## src/rtl/ip_top_chk_smurf_mrnw_if.sv

```systemverilog
// ip_top_chk_smurf_mrnw_if: logical and physical memory port bundle
// observed by the single-bit shadow checker. The environment drives
// it (master); the checker only watches it (slave).
interface ip_top_chk_smurf_mrnw_if #(
   parameter int WIDTH    = 16,
   parameter int BITADDR  = 10,
   parameter int NUMRDPRT = 2,
   parameter int NUMWRPRT = 3,
   parameter int NUMPHYRD = 2,
   parameter int NUMPHYWR = 3
);
   // logical side
   logic [NUMRDPRT-1:0]         read;
   logic [NUMRDPRT*BITADDR-1:0] rd_adr;
   logic [NUMRDPRT-1:0]         rd_vld;
   logic [NUMRDPRT*WIDTH-1:0]   rd_dout;
   logic [NUMWRPRT-1:0]         write;
   logic [NUMWRPRT*BITADDR-1:0] wr_adr;
   logic [NUMWRPRT*WIDTH-1:0]   din;
   logic [NUMWRPRT*WIDTH-1:0]   bw;
   // physical side
   logic [NUMPHYWR-1:0]         t1_write;
   logic [NUMPHYWR*BITADDR-1:0] t1_waddr;
   logic [NUMPHYWR*WIDTH-1:0]   t1_din;
   logic [NUMPHYWR*WIDTH-1:0]   t1_bw;
   logic [NUMPHYRD-1:0]         t1_read;
   logic [NUMPHYRD*BITADDR-1:0] t1_raddr;
   logic [NUMPHYRD*WIDTH-1:0]   t1_dout;

   modport master (
      output read, rd_adr, rd_vld, rd_dout, write, wr_adr, din, bw,
      output t1_write, t1_waddr, t1_din, t1_bw, t1_read, t1_raddr, t1_dout
   );

   modport slave (
      input read, rd_adr, rd_vld, rd_dout, write, wr_adr, din, bw,
      input t1_write, t1_waddr, t1_din, t1_bw, t1_read, t1_raddr, t1_dout
   );
endinterface

```

## src/rtl/ip_top_chk_smurf_mrnw.sv

```systemverilog
// ip_top_chk_smurf_mrnw: tracks one (select_addr, select_bit) location of a
// multi-port memory through both its logical and physical port views and
// flags read mismatches, logical/physical shadow incoherence, and keeps a
// sticky error state, first-error class and saturating error count.
// Optional feature: define SMURF_CHK_SVA_EN to add concurrent assertions
// (no errors) and address-range assumptions on every active strobe.
module ip_top_chk_smurf_mrnw #(
   parameter int WIDTH      = 16,
   parameter int BITWDTH    = 4,
   parameter int NUMADDR    = 1024,
   parameter int BITADDR    = 10,
   parameter int NUMRDPRT   = 2,
   parameter int NUMWRPRT   = 3,
   parameter int NUMPHYRD   = 2,
   parameter int NUMPHYWR   = 3,
   parameter int SRAM_DELAY = 1,
   parameter int FLOPIN     = 0,
   parameter int FLOPOUT    = 0,
   parameter int ERRCNTW    = 8
) (
   input  logic                      clk,
   input  logic                      rst,
   ip_top_chk_smurf_mrnw_if.slave    bus,
   input  logic [BITADDR-1:0]        select_addr,
   input  logic [BITWDTH-1:0]        select_bit,
   input  logic                      err_clr,
   output logic [NUMPHYRD-1:0]       err_phy,
   output logic [NUMRDPRT-1:0]       err_log,
   output logic                      err_coh,
   output logic                      err_sticky,
   output logic [ERRCNTW-1:0]        err_cnt,
   output logic [1:0]                err_first
);

   localparam int LOGDLY = FLOPIN + SRAM_DELAY + FLOPOUT;

   if (NUMADDR > (1 << BITADDR)) begin : g_bad_numaddr
      $error("NUMADDR does not fit in BITADDR address bits");
   end

   typedef enum logic {ARMED, FAILED} state_t;

   state_t state, state_nxt;

   logic pinv, pbit, linv, lbit;

   // ---------------------------------------------------------------
   // Write-side match detection, one bit per port
   // ---------------------------------------------------------------
   logic [NUMPHYWR-1:0] pw_match, pw_bit;
   logic [NUMWRPRT-1:0] lw_match, lw_bit;
   logic                pw_upd, pw_val, lw_upd, lw_val;

   for (genvar g = 0; g < NUMPHYWR; g++) begin : g_pwr
      logic [WIDTH-1:0] din_w, bw_w;
      assign din_w       = bus.t1_din[g*WIDTH +: WIDTH];
      assign bw_w        = bus.t1_bw[g*WIDTH +: WIDTH];
      assign pw_bit[g]   = din_w[select_bit];
      assign pw_match[g] = bus.t1_write[g] && bw_w[select_bit] &&
                           (bus.t1_waddr[g*BITADDR +: BITADDR] == select_addr);
   end

   for (genvar g = 0; g < NUMWRPRT; g++) begin : g_lwr
      logic [WIDTH-1:0] din_w, bw_w;
      assign din_w       = bus.din[g*WIDTH +: WIDTH];
      assign bw_w        = bus.bw[g*WIDTH +: WIDTH];
      assign lw_bit[g]   = din_w[select_bit];
      assign lw_match[g] = bus.write[g] && bw_w[select_bit] &&
                           (bus.wr_adr[g*BITADDR +: BITADDR] == select_addr);
   end

   // Pick the highest-numbered matching write port on each side.
   always_comb begin
      pw_upd = 1'b0;
      pw_val = 1'b0;
      lw_upd = 1'b0;
      lw_val = 1'b0;
      for (int unsigned i = 0; i < NUMPHYWR; i++) begin
         if (pw_match[i]) begin
            pw_upd = 1'b1;
            pw_val = pw_bit[i];
         end
      end
      for (int unsigned i = 0; i < NUMWRPRT; i++) begin
         if (lw_match[i]) begin
            lw_upd = 1'b1;
            lw_val = lw_bit[i];
         end
      end
   end

   // Shadow copies of the tracked bit as seen by the physical and logical views.
   always_ff @(posedge clk or posedge rst) begin
      if (rst) begin
         pinv <= 1'b1;
         pbit <= 1'b0;
         linv <= 1'b1;
         lbit <= 1'b0;
      end else begin
         if (pw_upd) begin
            pinv <= 1'b0;
            pbit <= pw_val;
         end
         if (lw_upd) begin
            linv <= 1'b0;
            lbit <= lw_val;
         end
      end
   end

   // ---------------------------------------------------------------
   // Physical read checking
   // ---------------------------------------------------------------
   for (genvar g = 0; g < NUMPHYRD; g++) begin : g_phy
      logic [WIDTH-1:0] dout_w;
      logic             hit_now;
      assign dout_w  = bus.t1_dout[g*WIDTH +: WIDTH];
      assign hit_now = bus.t1_read[g] &&
                       (bus.t1_raddr[g*BITADDR +: BITADDR] == select_addr);
      if (SRAM_DELAY == 0) begin : g_comb
         assign err_phy[g] = hit_now && !pinv && (dout_w[select_bit] != pbit);
      end else begin : g_pipe
         // stage 0 of each *_s vector is the live hit-cycle value
         logic [SRAM_DELAY-1:0] hit_q, inv_q, bit_q;
         logic [SRAM_DELAY:0]   hit_s, inv_s, bit_s;
         assign hit_s = {hit_q, hit_now};
         assign inv_s = {inv_q, pinv};
         assign bit_s = {bit_q, pbit};
         // Carry each hit and its captured shadow until the read data returns.
         always_ff @(posedge clk or posedge rst) begin
            if (rst) begin
               hit_q <= '0;
               inv_q <= '0;
               bit_q <= '0;
            end else begin
               hit_q <= hit_s[SRAM_DELAY-1:0];
               inv_q <= inv_s[SRAM_DELAY-1:0];
               bit_q <= bit_s[SRAM_DELAY-1:0];
            end
         end
         assign err_phy[g] = hit_q[SRAM_DELAY-1] && !inv_q[SRAM_DELAY-1] &&
                             (dout_w[select_bit] != bit_q[SRAM_DELAY-1]);
      end
   end

   // ---------------------------------------------------------------
   // Logical read checking
   // ---------------------------------------------------------------
   for (genvar g = 0; g < NUMRDPRT; g++) begin : g_log
      logic [WIDTH-1:0] dout_w;
      logic             hit_now;
      assign dout_w  = bus.rd_dout[g*WIDTH +: WIDTH];
      assign hit_now = bus.read[g] &&
                       (bus.rd_adr[g*BITADDR +: BITADDR] == select_addr);
      if (LOGDLY == 0) begin : g_comb
         assign err_log[g] = hit_now && !linv &&
                             (!bus.rd_vld[g] || (dout_w[select_bit] != lbit));
      end else begin : g_pipe
         logic [LOGDLY-1:0] hit_q, inv_q, bit_q;
         logic [LOGDLY:0]   hit_s, inv_s, bit_s;
         assign hit_s = {hit_q, hit_now};
         assign inv_s = {inv_q, linv};
         assign bit_s = {bit_q, lbit};
         // Carry each hit and its captured shadow through the full logical latency.
         always_ff @(posedge clk or posedge rst) begin
            if (rst) begin
               hit_q <= '0;
               inv_q <= '0;
               bit_q <= '0;
            end else begin
               hit_q <= hit_s[LOGDLY-1:0];
               inv_q <= inv_s[LOGDLY-1:0];
               bit_q <= bit_s[LOGDLY-1:0];
            end
         end
         assign err_log[g] = hit_q[LOGDLY-1] && !inv_q[LOGDLY-1] &&
                             (!bus.rd_vld[g] || (dout_w[select_bit] != bit_q[LOGDLY-1]));
      end
   end

   assign err_coh = !linv && (pinv || (pbit != lbit));

   // ---------------------------------------------------------------
   // Error state machine and counter
   // ---------------------------------------------------------------
   logic       any_err;
   logic [1:0] err_cls, first_nxt;
   logic [ERRCNTW-1:0] cnt_nxt;

   assign any_err = (|err_phy) || (|err_log) || err_coh;

   // Next state, first-error class and count; a clear coinciding with a new error restarts from that error.
   always_comb begin
      state_nxt = state;
      first_nxt = err_first;
      cnt_nxt   = err_cnt;
      err_cls   = 2'd0;
      if (|err_phy)      err_cls = 2'd1;
      else if (|err_log) err_cls = 2'd2;
      else if (err_coh)  err_cls = 2'd3;
      case (state)
         ARMED: begin
            if (any_err) begin
               state_nxt = FAILED;
               first_nxt = err_cls;
            end
         end
         FAILED: begin
            if (err_clr) begin
               if (any_err) begin
                  first_nxt = err_cls;
               end else begin
                  state_nxt = ARMED;
                  first_nxt = 2'd0;
               end
            end
         end
         default: begin
            state_nxt = ARMED;
            first_nxt = 2'd0;
         end
      endcase
      if (err_clr)
         cnt_nxt = ERRCNTW'(any_err);
      else if (any_err && (err_cnt != '1))
         cnt_nxt = err_cnt + 1'b1;
   end

   // Error state, first-error class and saturating count registers.
   always_ff @(posedge clk or posedge rst) begin
      if (rst) begin
         state     <= ARMED;
         err_first <= 2'd0;
         err_cnt   <= '0;
      end else begin
         state     <= state_nxt;
         err_first <= first_nxt;
         err_cnt   <= cnt_nxt;
      end
   end

   assign err_sticky = (state == FAILED);

`ifdef SMURF_CHK_SVA_EN
   localparam logic [BITADDR:0] ADDR_LIM = (BITADDR+1)'(NUMADDR);

   a_no_err_phy: assert property (@(posedge clk) disable iff (rst) err_phy == '0);
   a_no_err_log: assert property (@(posedge clk) disable iff (rst) err_log == '0);
   a_no_err_coh: assert property (@(posedge clk) disable iff (rst) err_coh == 1'b0);

   for (genvar g = 0; g < NUMPHYRD; g++) begin : g_asm_prd
      m_rng: assume property (@(posedge clk) disable iff (rst)
         bus.t1_read[g] |-> ({1'b0, bus.t1_raddr[g*BITADDR +: BITADDR]} < ADDR_LIM));
   end
   for (genvar g = 0; g < NUMPHYWR; g++) begin : g_asm_pwr
      m_rng: assume property (@(posedge clk) disable iff (rst)
         bus.t1_write[g] |-> ({1'b0, bus.t1_waddr[g*BITADDR +: BITADDR]} < ADDR_LIM));
   end
   for (genvar g = 0; g < NUMRDPRT; g++) begin : g_asm_lrd
      m_rng: assume property (@(posedge clk) disable iff (rst)
         bus.read[g] |-> ({1'b0, bus.rd_adr[g*BITADDR +: BITADDR]} < ADDR_LIM));
   end
   for (genvar g = 0; g < NUMWRPRT; g++) begin : g_asm_lwr
      m_rng: assume property (@(posedge clk) disable iff (rst)
         bus.write[g] |-> ({1'b0, bus.wr_adr[g*BITADDR +: BITADDR]} < ADDR_LIM));
   end
`endif

endmodule
```

## src/flat_wrapper.sv

```systemverilog
// flat-port wrapper written by rule: the top's interface ports become plain ports
module ip_top_chk_smurf_mrnw_flat 
#(
   parameter int WIDTH      = 16,
   parameter int BITWDTH    = 4,
   parameter int NUMADDR    = 1024,
   parameter int BITADDR    = 10,
   parameter int NUMRDPRT   = 2,
   parameter int NUMWRPRT   = 3,
   parameter int NUMPHYRD   = 2,
   parameter int NUMPHYWR   = 3,
   parameter int SRAM_DELAY = 1,
   parameter int FLOPIN     = 0,
   parameter int FLOPOUT    = 0,
   parameter int ERRCNTW    = 8
)
  (clk, rst, select_addr, select_bit, err_clr, err_phy, err_log, err_coh, err_sticky, err_cnt, err_first, bus_read, bus_rd_adr, bus_rd_vld, bus_rd_dout, bus_write, bus_wr_adr, bus_din, bus_bw, bus_t1_write, bus_t1_waddr, bus_t1_din, bus_t1_bw, bus_t1_read, bus_t1_raddr, bus_t1_dout);
  ip_top_chk_smurf_mrnw_if #(.WIDTH(WIDTH), .BITADDR(BITADDR), .NUMRDPRT(NUMRDPRT), .NUMWRPRT(NUMWRPRT), .NUMPHYRD(NUMPHYRD), .NUMPHYWR(NUMPHYWR)) bus_i ();
  input  logic clk;
  input  logic rst;
  input  logic [BITADDR-1:0] select_addr;
  input  logic [BITWDTH-1:0] select_bit;
  input  logic err_clr;
  output logic [NUMPHYRD-1:0] err_phy;
  output logic [NUMRDPRT-1:0] err_log;
  output logic err_coh;
  output logic err_sticky;
  output logic [ERRCNTW-1:0] err_cnt;
  output logic [1:0] err_first;
  input wire logic [$bits(bus_i.read)-1:0] bus_read;
  input wire logic [$bits(bus_i.rd_adr)-1:0] bus_rd_adr;
  input wire logic [$bits(bus_i.rd_vld)-1:0] bus_rd_vld;
  input wire logic [$bits(bus_i.rd_dout)-1:0] bus_rd_dout;
  input wire logic [$bits(bus_i.write)-1:0] bus_write;
  input wire logic [$bits(bus_i.wr_adr)-1:0] bus_wr_adr;
  input wire logic [$bits(bus_i.din)-1:0] bus_din;
  input wire logic [$bits(bus_i.bw)-1:0] bus_bw;
  input wire logic [$bits(bus_i.t1_write)-1:0] bus_t1_write;
  input wire logic [$bits(bus_i.t1_waddr)-1:0] bus_t1_waddr;
  input wire logic [$bits(bus_i.t1_din)-1:0] bus_t1_din;
  input wire logic [$bits(bus_i.t1_bw)-1:0] bus_t1_bw;
  input wire logic [$bits(bus_i.t1_read)-1:0] bus_t1_read;
  input wire logic [$bits(bus_i.t1_raddr)-1:0] bus_t1_raddr;
  input wire logic [$bits(bus_i.t1_dout)-1:0] bus_t1_dout;
  assign bus_i.read = bus_read;
  assign bus_i.rd_adr = bus_rd_adr;
  assign bus_i.rd_vld = bus_rd_vld;
  assign bus_i.rd_dout = bus_rd_dout;
  assign bus_i.write = bus_write;
  assign bus_i.wr_adr = bus_wr_adr;
  assign bus_i.din = bus_din;
  assign bus_i.bw = bus_bw;
  assign bus_i.t1_write = bus_t1_write;
  assign bus_i.t1_waddr = bus_t1_waddr;
  assign bus_i.t1_din = bus_t1_din;
  assign bus_i.t1_bw = bus_t1_bw;
  assign bus_i.t1_read = bus_t1_read;
  assign bus_i.t1_raddr = bus_t1_raddr;
  assign bus_i.t1_dout = bus_t1_dout;
  ip_top_chk_smurf_mrnw #(.WIDTH(WIDTH), .BITWDTH(BITWDTH), .NUMADDR(NUMADDR), .BITADDR(BITADDR), .NUMRDPRT(NUMRDPRT), .NUMWRPRT(NUMWRPRT), .NUMPHYRD(NUMPHYRD), .NUMPHYWR(NUMPHYWR), .SRAM_DELAY(SRAM_DELAY), .FLOPIN(FLOPIN), .FLOPOUT(FLOPOUT), .ERRCNTW(ERRCNTW)) u_core (.clk(clk), .rst(rst), .bus(bus_i), .select_addr(select_addr), .select_bit(select_bit), .err_clr(err_clr), .err_phy(err_phy), .err_log(err_log), .err_coh(err_coh), .err_sticky(err_sticky), .err_cnt(err_cnt), .err_first(err_first));
endmodule
```

## config.mk

```make
export PLATFORM = sky130hd
export DESIGN_NAME = ip_top_chk_smurf_mrnw_flat
export DESIGN_NICKNAME = d
export VERILOG_FILES = /design/src/rtl/ip_top_chk_smurf_mrnw_if.sv /design/src/rtl/ip_top_chk_smurf_mrnw.sv /design/src/flat_wrapper.sv
export SDC_FILE = /design/constraint.sdc
export NUM_CORES = 1
export LEC_CHECK = 0
export ABC_AREA = 1
export BUFFER_PORTS_ARGS = -buffer_cell sky130_fd_sc_hd__buf_2
export CELL_PAD_IN_SITES_DETAIL_PLACEMENT = 1
export CELL_PAD_IN_SITES_GLOBAL_PLACEMENT = 1
export CORE_AREA = 2 2 157 159
export CTS_BUF_LIST = sky130_fd_sc_hd__clkbuf_8
export DETAILED_ROUTE_END_ITERATION = 6
export DIE_AREA = 0 0 159 161
export HOLD_SLACK_MARGIN = 0.12
export PLACE_DENSITY = 0.81
export SYNTH_ARGS = -nofsm -noshare
export SYNTH_HDL_FRONTEND = slang
export SYNTH_SLANG_ARGS = --single-unit
```

## constraint.sdc

```tcl
create_clock -name clk -period 2.05 [get_ports clk]
set_clock_uncertainty 0.1 [all_clocks]
set_input_delay 0.41 -clock clk [delete_from_list [all_inputs] [get_ports clk]]
set_output_delay 0.41 -clock clk [all_outputs]
set_load 0.01 [all_outputs]
```

==> impl_metrics.prom <==
# TYPE chip_impl_metric gauge
chip_impl_info{name="run_status",value="finished clean"} 1
chip_impl_info{name="setup.worst_path.end_class",value="primary output"} 1
chip_impl_metric{name="timing.final.setup_violations",unit=""} 0
chip_impl_metric{name="maxCapViolCount",unit=""} 0
chip_impl_metric{name="syn_inst",unit=""} 904
chip_impl_metric{name="buf_inv_stages_crit_path",unit=""} 5
chip_impl_metric{name="worst_setup_hold_path_clk_slew",unit="ns"} 0.09
chip_impl_metric{name="fp.dieW",unit="um"} 159
chip_impl_metric{name="gpl.final_weighted_congestion",unit=""} 1.01
chip_impl_metric{name="post-dp-hpwl",unit="mm"} 24.4
chip_impl_metric{name="synthToLayoutAreaGrowth",unit="%"} 72.6
chip_impl_metric{name="pwr-share-seq",unit="%"} 21.2
chip_impl_metric{name="critical-path-max-stage-delay",unit="ns"} 0.17
chip_impl_metric{name="crit_required",unit="ns"} 1.54
chip_impl_metric{name="post-route-drc-count",unit=""} 0
chip_impl_metric{name="dpl-instance-area",unit="um2"} 7850
chip_impl_metric{name="starting_utilization_of_the_core_area",unit="%"} 20.6
chip_impl_metric{name="power.density_cell_area",unit="nW/um2"} 298
chip_impl_metric{name="synth_area_per_cell",unit="um2"} 5.45
chip_impl_metric{name="slew_headroom",unit="%"} 68.6
chip_impl_metric{name="synthMuxAreaShare",unit="%"} 0
chip_impl_metric{name="syn-cell-area",unit="um2"} 4930
chip_impl_info{name="post-synth-top-count-cell",value="nand2_1"} 1
chip_impl_metric{name="grt_pass1_vias",unit=""} 8487
chip_impl_metric{name="final_core_utilization",unit="%"} 35.5
chip_impl_metric{name="share_of_post_route_cells_with_drive_strength_above_1",unit="%"} 43.2
chip_impl_metric{name="synthDistinctLibCells",unit=""} 40
chip_impl_info{name="synthTopCellsByCount",value="nand2_1 (227), o21ai_0 (115), nor2_1 (107)"} 1
chip_impl_metric{name="final-max-slew-violation-count",unit=""} 0
chip_impl_metric{name="insertion_delay",unit="ns"} 0.27
chip_impl_info{name="type_of_origin_of_the_critical_path",value="primary input"} 1
chip_impl_metric{name="fin_crit_share",unit="%"} 99.0
chip_impl_metric{name="placeableCoreArea",unit="um2"} 24000
chip_impl_metric{name="p_int",unit="mW"} 1.44
chip_impl_metric{name="hold_violations",unit=""} 0
chip_impl_metric{name="grt.overflow.total",unit=""} 0
chip_impl_metric{name="synth-edff-count",unit=""} 0
chip_impl_metric{name="grt_first_pass_wirelength",unit="mm"} 44.8
chip_impl_metric{name="yosysTopAreaCellShare",unit="%"} 17.3
chip_impl_metric{name="post_drt_wl_per_cell",unit="um"} 17.8
chip_impl_metric{name="post_synth_adder_cell_area",unit="%"} 0.254
chip_impl_metric{name="num_vias",unit=""} 8171
chip_impl_metric{name="tns",unit="ns"} 0
chip_impl_metric{name="route.detailed.vias_per_inst",unit=""} 4.86
chip_impl_metric{name="worst_pin_slew",unit="ns"} 0.467
chip_impl_info{name="min-delay-path-class",value="reg2reg"} 1
chip_impl_metric{name="synthesis.nets",unit=""} 1290
chip_impl_metric{name="total_switching_power",unit="mW"} 1.10
chip_impl_metric{name="antenna_found_initial",unit=""} 5
chip_impl_metric{name="synthXorXnorAreaFrac",unit="%"} 7.11
chip_impl_metric{name="drtAntennaViolNets",unit=""} 0
chip_impl_metric{name="synth-compound-area-share",unit="%"} 25.4
chip_impl_metric{name="number_of_buffers_created_by_cts",unit=""} 3
chip_impl_metric{name="synth_async_sr_flop_share",unit="%"} 100
chip_impl_metric{name="fraction_of_power_spent_switching_nets",unit="%"} 43.1
chip_impl_metric{name="drt_pass1_iterations",unit=""} 5
chip_impl_metric{name="seq_area_frac_synth",unit="%"} 11.7
chip_impl_info{name="criticalPathCategory",value="in2out"} 1
chip_impl_metric{name="cts_max_level",unit=""} 1
chip_impl_metric{name="die_h",unit="um"} 161
chip_impl_info{name="post-synth-top-area-cell",value="nand2_1"} 1
chip_impl_metric{name="die-area",unit="um2"} 25600
chip_impl_metric{name="worst_ir_drop_vdd",unit="uV"} 190
chip_impl_metric{name="cp_max_fo",unit=""} 7
chip_impl_info{name="slowest_stage",value="clkbuf_16"} 1
chip_impl_metric{name="power.combinational.fraction",unit="%"} 67.1
chip_impl_metric{name="place.port_buffers",unit=""} 400
chip_impl_info{name="synth_ff_type",value="dfrtp_1"} 1
chip_impl_info{name="crit_path_cell_trace",value="buf_12 -> clkinv_8 -> clkbuf_16 -> nand2_1 -> nand3_1 -> nand3_2 -> nand3_2 -> nand3_1 -> nand3_2 -> nand2_2 -> inv_2 -> buf_6"} 1
chip_impl_metric{name="power.static_leakage",unit="nW"} 4.52
chip_impl_metric{name="fmax",unit="GHz"} 0.493
chip_impl_metric{name="min_period",unit="ns"} 2.03
chip_impl_info{name="synth_area_leaders",value="nand2_1 (17%), o21ai_0 (12%), dfrtp_1 (11%)"} 1
chip_impl_info{name="clock-root-buffer",value="clkbuf_8"} 1
chip_impl_metric{name="design_area",unit="um2"} 8510
chip_impl_metric{name="yosys_warnings",unit=""} 0
chip_impl_metric{name="dr_iter_0_viols",unit=""} 427
chip_impl_metric{name="clock_tree.buffer_depth",unit=""} 2
chip_impl_metric{name="number_of_filler_cells_placed_in_the_layout",unit=""} 3288
chip_impl_info{name="cts_tree",value="yes"} 1
chip_impl_info{name="critical_path.most_common_cell",value="nand3_2"} 1
chip_impl_metric{name="fin_nets",unit=""} 1741
chip_impl_metric{name="postRouteWirelength",unit="mm"} 30.0
chip_impl_info{name="synth_top_family_by_area",value="simple AND/OR/NAND/NOR gates"} 1
chip_impl_metric{name="yosys_register_bits",unit=""} 23
chip_impl_metric{name="placement_rows",unit=""} 57
chip_impl_metric{name="ioPinCount",unit=""} 401
chip_impl_info{name="grt_setup_unrepaired",value="yes"} 1
chip_impl_metric{name="p_clk_share",unit="%"} 11.8
chip_impl_metric{name="grt_util_all_layers",unit="%"} 21.7
chip_impl_metric{name="fraction_of_the_mapped_netlist_area_in_simple_logic_gates",unit="%"} 41.9
chip_impl_metric{name="maximum_number_of_pins_on_one_net_before_global_route_repair",unit=""} 32
chip_impl_metric{name="crit_arrival",unit="ns"} 1.52
chip_impl_metric{name="clock_sink_total",unit=""} 23
chip_impl_info{name="timing.critical_path.max_delay_family",value="simple AND/OR/NAND/NOR gates"} 1
## cells in the final DEF, fill, tap and decap left out, drive strengths merged, types with 16 or more instances in the layout
cell	count
nor2	107
inv	76
a21oi	17
dfrtp	21
nand4	21
xor2	24
o221ai	23
o21ai	118
nand2	230
nand3	96
xnor2	16
buf	500
o22ai	29
## worst register-to-register path, delay by kind of cell, from the launching register on
| kind | cells | cell delay [ns] |
|---|---|---|
| compound gates | 1 | 0.16 |
| fa+ha+maj | 1 | 0.24 |
| buf+inv | 2 | 0.26 |
| flops | 1 | 0.43 |
| simple gates | 4 | 0.45 |
## kinds of logic (layout without fill, tap and decap cells)
logic type,after synthesis,in the layout
AOI/OAI and AO/OA,210,210
other,0,5
xor gates and xnor gates,40,40
DFF,23,23
adders and majority gates,1,1
and+or+nand+nor,481,481
buffers and inverters,149,599
## worst paths after layout
path	from	to	slack [ns]	cells past startpoint
setup / recovery	select_bit[0]	err_log[1]	0.02	12
hold / removal	u_core.lbit	u_core.g_log[0].g_pipe.bit_q	0.31	0
setup reg to reg	u_core.err_cnt[1]	u_core.err_cnt[0]	0.32	8
hold reg to reg	u_core.lbit	u_core.g_log[0].g_pipe.bit_q	0.31	0
max in group asynchronous	rst	u_core.linv	0.91	4
min in group asynchronous	rst	u_core.err_cnt[6]	0.63	4
## power groups by stage
stage	registers (mW)	logic, mW	clock network (mW)
6_report	0.538	1.70	0.299
4_1_cts	0.538	1.60	0.317
2_1_floorplan	0.555	0.723	0
3_3_place_gp	0.544	1.51	0
5_1_grt	0.546	1.87	0.331
3_5_place_dp	0.547	1.54	0
## cell type report
type / count / area (um2) / share of cell area (%)
clock buffers: 3 / 41.3 / 0.485
multi-input cells: 732 / 3890 / 45.7
inverters: 87 / 368 / 4.32
flip-flops and latches: 23 / 578 / 6.79
repair buffers: 508 / 3210 / 37.7
diodes: 5 / 12.5 / 0.147
well taps: 324 / 405 / 4.76
clock inverters: 1 / 5.00 / 0.0588
## through the flow
stage | setup WS (ns) | hold WS, ns | std cells | total power [mW]
final | 0.0198 | 0.310 | 1683 | 2.54
after global routing | -0.0707 | 0.334 | 1683 | 2.75
after CTS | -0.0257 | 0.318 | 1665 | 2.46
after detailed placement | -0.502 | 0.295 | 1653 | 2.09
after global placement | -0.479 | 0.296 | 1653 | 2.05
after floorplan | 0.149 | 0.254 | 904 | 1.28
## metal layers
| metal | global-route usage, % | share of wire (%) |
|---|---|---|
| met1 | 26.5 | 41 |
| met2 | 39.0 | 50 |
| met3 | 4.03 | 6.2 |
| met4 | 5.99 | 2.1 |
| met5 | 0 | 0 |
## registers in the layout (all words and copies together), names as in the netlist
register	flops
u_core.err_cnt	8
u_core.err_first	2
u_core.g_log.g_pipe.hit_q	2
u_core.g_phy.g_pipe.hit_q	2
u_core.err_sticky	1
u_core.g_log.g_pipe.bit_q	1
u_core.g_log.g_pipe.inv_q	1
u_core.g_phy.g_pipe.bit_q	1
u_core.g_phy.g_pipe.inv_q	1
u_core.lbit	1
u_core.linv	1
u_core.pbit	1
u_core.pinv	1
## repair_timing
item | in CTS | in global routing
buffers inserted | 4 | 13
hold endpoints to repair | 21 | 0
pin swaps | 5 | 25
resized for setup | 22 | 65
endpoints found under the setup margin | 6 | 17
cloned | 3 | 3
hold buffers | 1 | 0
Note: power is estimated with default switching activity, not from simulation.
